### config.mk
export PLATFORM = sky130hd
export DESIGN_NAME = index_address_unit
export DESIGN_NICKNAME = d
export VERILOG_FILES = /design/src/rtl/index_address_unit.sv
export SDC_FILE = /design/constraint.sdc
export NUM_CORES = 1
export LEC_CHECK = 0
export CAP_MARGIN = 20
export CORE_MARGIN = 1.5
export CORE_UTILIZATION = 48
export CTS_CLUSTER_DIAMETER = 80
export DETAILED_ROUTE_END_ITERATION = 6
export PLACE_DENSITY_LB_ADDON = 0.05
export RECOVER_POWER = 25
export SYNTH_ARGS = -nofsm -noshare
export SYNTH_HDL_FRONTEND = slang
export SYNTH_SLANG_ARGS = --single-unit
### constraint.sdc
create_clock -name clk -period 6.44 [get_ports clk]
set_input_delay 1.61 -clock clk [delete_from_list [all_inputs] [get_ports clk]]
set_output_delay 1.61 -clock clk [all_outputs]
set_load 0.005 [all_outputs]
### src/rtl/index_address_unit.sv
// ---------------------------------------------------------------------------
// index_address_unit
// Indexed effective-address generator for a 6502-style core. It collects a
// one- or two-byte base operand from the data bus, adds the latched X/Y
// index and produces a 16-bit effective address. In zero-page mode the result
// wraps within page 0.
//
// Optional feature macro: PAGE_CROSS_PENALTY_EN
//   defined   : absolute accesses that carry into the high byte, and all
//               absolute writes, spend one extra FIXUP cycle before DONE.
//   undefined : no FIXUP cycle; the high byte is corrected directly in ADD.
// ---------------------------------------------------------------------------
module index_address_unit (
    input  logic        clk,
    input  logic        reset,
    input  logic        start,
    input  logic        zp_mode,
    input  logic        write_op,
    input  logic [7:0]  index_in,
    input  logic [7:0]  db_in,
    input  logic        db_valid,
    output logic [15:0] ea_out,
    output logic        ea_valid,
    output logic        page_cross,
    output logic        fixup_cycle,
    output logic        busy
);

    typedef enum logic [2:0] {
        IDLE,
        FETCH_LO,
        FETCH_HI,
        ADD,
        FIXUP,
        DONE
    } state_t;

    state_t      r_state;
    state_t      w_nextState;

    logic        r_zpMode;
    logic        r_writeOp;
    logic [7:0]  r_index;
    logic [7:0]  r_baseLo;
    logic [7:0]  r_baseHi;
    logic [15:0] r_eaOut;
    logic        r_pageCross;

    logic [8:0]  w_sum;
    logic        w_carry;
    logic [15:0] w_eaValue;
    logic        w_pcValue;
    logic        w_loadEa;

    // Low-byte add and the final address; operands come only from latched
    // copies, so late changes on the inputs cannot leak into the result.
    assign w_sum     = {1'b0, r_baseLo} + {1'b0, r_index};
    assign w_carry   = w_sum[8];
    assign w_eaValue = r_zpMode ? {8'h00, w_sum[7:0]}
                                : {r_baseHi + {7'b0000000, w_carry}, w_sum[7:0]};
    assign w_pcValue = ~r_zpMode & w_carry;

    // Next-state decode and the strobe that commits the address registers.
    always_comb begin
        w_nextState = r_state;
        w_loadEa    = 1'b0;
        case (r_state)
            IDLE: begin
                if (start) begin
                    w_nextState = FETCH_LO;
                end
            end
            FETCH_LO: begin
                if (db_valid) begin
                    w_nextState = r_zpMode ? ADD : FETCH_HI;
                end
            end
            FETCH_HI: begin
                if (db_valid) begin
                    w_nextState = ADD;
                end
            end
            ADD: begin
`ifdef PAGE_CROSS_PENALTY_EN
                if (!r_zpMode && (w_carry || r_writeOp)) begin
                    w_nextState = FIXUP;
                end else begin
                    w_nextState = DONE;
                    w_loadEa    = 1'b1;
                end
`else
                w_nextState = DONE;
                w_loadEa    = 1'b1;
`endif
            end
            FIXUP: begin
                w_nextState = DONE;
                w_loadEa    = 1'b1;
            end
            DONE: begin
                w_nextState = IDLE;
            end
            default: begin
                w_nextState = IDLE;
            end
        endcase
    end

    // State register, operand latches and result registers; reset wins over
    // everything so an aborted operation leaves no trace and no pulse.
    always_ff @(posedge clk) begin
        if (reset) begin
            r_state     <= IDLE;
            r_zpMode    <= 1'b0;
            r_writeOp   <= 1'b0;
            r_index     <= 8'h00;
            r_baseLo    <= 8'h00;
            r_baseHi    <= 8'h00;
            r_eaOut     <= 16'h0000;
            r_pageCross <= 1'b0;
        end else begin
            r_state <= w_nextState;
            if (r_state == IDLE && start) begin
                r_zpMode  <= zp_mode;
                r_writeOp <= write_op;
                r_index   <= index_in;
            end
            if (r_state == FETCH_LO && db_valid) begin
                r_baseLo <= db_in;
            end
            if (r_state == FETCH_HI && db_valid) begin
                r_baseHi <= db_in;
            end
            if (w_loadEa) begin
                r_eaOut     <= w_eaValue;
                r_pageCross <= w_pcValue;
            end
        end
    end

`ifdef PAGE_CROSS_PENALTY_EN
    assign fixup_cycle = (r_state == FIXUP);
`else
    logic w_unused;
    assign w_unused    = r_writeOp;
    assign fixup_cycle = 1'b0;
`endif

    assign ea_out     = r_eaOut;
    assign page_cross = r_pageCross;
    assign ea_valid   = (r_state == DONE);
    assign busy       = (r_state != IDLE);

endmodule

==> flow_metrics.tcl <==
set metrics [dict create \
    root_buffer "clkbuf_8" \
    cts_max_path_buffers 2 \
    synthFlopType "dfxtp_1" \
    start_util_pct 49.7 \
    slew_viol_final 0 \
    cts.sinks 45 \
    totalPowerFinal_mw 0.549 \
    dr.pass1.iters 4 \
    hold_violations 0 \
    period_needed_ns 3.43 \
    grt_pass1_vias 1538 \
    gp_congestion 0.795 \
    nets 316 \
    routedLengthMet1_mm 2.42 \
    dieArea_mm2 0.00489 \
    postCtsSetupBuffers 0 \
    die_w_um 69.9 \
    synth_area_leaders "dfxtp_1 42%, nand2_1 8.4%, a21oi_1 7.4%, ha_1 5.8%, mux2i_1 4.2%" \
    yosysMostFrequentCell "nand2_1" \
    numCtsBuffers 5 \
    start_kind "input pin" \
    num_vias 1788 \
    path_class "in2reg" \
    core_area_mm2 0.00432 \
    syn_inst 250 \
    async_reset_ff_share_pct 0 \
    wl_per_cell_um 13.5 \
    antenna_found_initial 0 \
    clkPwrFrac_pct 32.1 \
    viasPerCell 5.34 \
    drt-total-wl_mm 4.51 \
    crit_arrival_ns 3.67 \
    syn-cell-area_mm2 0.00215 \
    drive_gt1_share_pct 5.30 \
    slew_headroom_pct 60.8 \
    num_io_pins 42 \
    cts_hold_buf 0 \
    comb_power_share_pct 13.5 \
    wl_met2_mm 1.87 \
    cts.repair.resized 0 \
    ys_seq_area_share_pct 41.9 \
    max_freq_mhz 292 \
    synth_top_area_cell "dfxtp_1" \
    highest_layer "met4" \
    synth_top_area_share_pct 41.9 \
    pwr-share-seq_pct 54.4 \
    ys.warnings.count 0 \
    finalClockSkew_ns 0.00484 \
    grt_pass1_wl_mm 7.28 \
    finalSetupViolCount 0 \
    clkLatencyLatePin_ns 0.29 \
    worstPathRequired_ns 6.68 \
    wl_met3_um 157 \
    ys_seq_elements 45 \
    grt-ovfl-total 0 \
    worst_slew_pin_slew_ns 0.587 \
    power_switching_mw 0.140 \
    synth_nets 283 \
    drc 0 \
    dpl.hpwl_mm 3.30 \
    status "completed" \
    leakage_nw 1.00 \
    powerDensity_mw_per_mm2 209 \
    synth_cell_types 50 \
    synth_common_cells "48 x nand2_1, 45 x dfxtp_1, 32 x a21oi_1" \
    port_buffers 39 \
    syn_to_final_growth_pct 22.2 \
    ir_drop_mv 0.160 \
    cts.htree.levels 2 \
    timing.setup.tns_ns 0 \
    switching_share_pct 25.4 \
    p_int_mw 0.410 \
    crit_fanout 36 \
    fillers 427 \
    end_kind "register" \
    track_usage_pct 18.8 \
    rsz0062_at_grt "false" \
    die_h_um 69.9 \
    postRouteAntennaNets 0 \
    period_share_pct 53.2 \
    cts.clk_slew.worst_paths_ns 0.08 \
    max-cap-violations 0 \
    syn_avg_cell_area_um2 8.60 \
    cts_tree "done" \
    synth-edff-count 0 \
    diodes 0 \
    grt_max_degree 37 \
    drt_iter0_drc 92 \
    std_cell_rows 24 \
    hold_class "reg2reg" \
]
-- critical path, cell delays in order --
cell and delay, ns:
dlygate4sd3_1 0.76, buf_4 0.35, or3b_2 0.46, or4_1 0.40
nand4_1 0.08
-- cell type report --
type,instances,area (um2),share of cell area [%]
Clock buffer,7,86.3,3.29
Inverter,4,15.0,0.571
Multi-Input combinational cell,186,1150,44.0
Sequential cell,45,901,34.3
Tap cell,52,65.1,2.48
Timing Repair Buffer,41,405,15.4
-- state kept, by name, summed over array words and instances (netlist names) --
register,cells
r_index,8
ea_out,16
r_zpMode,1
r_baseLo,8
r_baseHi,8
page_cross,1
r_state,3
-- path summary, 6_finish.rpt --
| path | startpoint | end | slack [ns] | cells past startpoint |
|---|---|---|---|---|
| setup / recovery | reset | ea_out[7] | 3.01 | 5 |
| hold / removal | ea_out[9] | ea_out[9] | 0.45 | 2 |
| setup reg to reg | r_index[0] | ea_out[14] | 3.43 | 11 |
| hold reg to reg | ea_out[9] | ea_out[9] | 0.45 | 2 |
-- cell families (layout without fill, tap and decap cells) --
group	after synthesis	count (layout)	share of synthesized area (%)
xor gates and xnor gates	6	6	2.44
DFF	45	45	41.9
and+or+nand+nor	103	103	23.8
AOI/OAI and AO/OA	55	55	15.8
other	1	1	0.174
buffers and inverters	19	52	4.42
adders and majority gates	11	11	6.75
muxes	10	10	4.71
-- placed cells by master (no fill, tap or decap), drive strengths merged, types with 2 or more instances in the layout --
cell type,synthesis,final
a21boi,2,2
ha,10,10
a211oi,2,2
and3b,2,2
o211ai,2,2
nor3b,4,4
nand2,48,48
buf,7,2
or2,2,2
or3,2,2
nand4,3,3
mux2i,9,9
a21o,3,3
clkdlybuf4s50,0,32
xnor2,5,5
or4b,2,2
inv,4,4
a22oi,2,2
nand3,6,6
clkbuf,8,7
or3b,2,2
dfxtp,45,45
a21oi,32,32
nand3b,6,6
nor3,3,3
dlygate4sd3,0,7
nor2,16,16
o21ai,3,3
and2,2,2
-- routing by layer --
metal | global-route usage, % | up-vias
li1 | - | 937
met1 | 27.2 | 809
met2 | 27.6 | 36
met3 | 4.04 | 6
met4 | 7.05 | 0
met5 | 0 | -
-- metrics by stage --
step | setup WS [ns] | hold WS, ns | util, % | cell area [um2] | std cells
5_1_grt | 2.90 | 0.469 | 60.8 | 2630 | 335
3_5_place_dp | 2.71 | 0.444 | 58.8 | 2540 | 328
2_1_floorplan | 3.80 | 0.440 | - | 2150 | 250
6_report | 3.01 | 0.450 | 60.8 | 2630 | 335
3_3_place_gp | 2.74 | 0.439 | 58.8 | 2540 | 328
4_1_cts | 3.02 | 0.455 | 60.8 | 2630 | 335
-- power by group through the flow --
stage	registers, mW	clock network [mW]	logic [mW]
global placement	0.306	0	0.0736
detailed placement	0.306	0	0.0742
finish	0.299	0.176	0.0740
floorplan	0.301	0	0.0499
CTS	0.299	0.179	0.0747
global route	0.300	0.189	0.0834
Note: power is estimated with default switching activity, not from simulation.
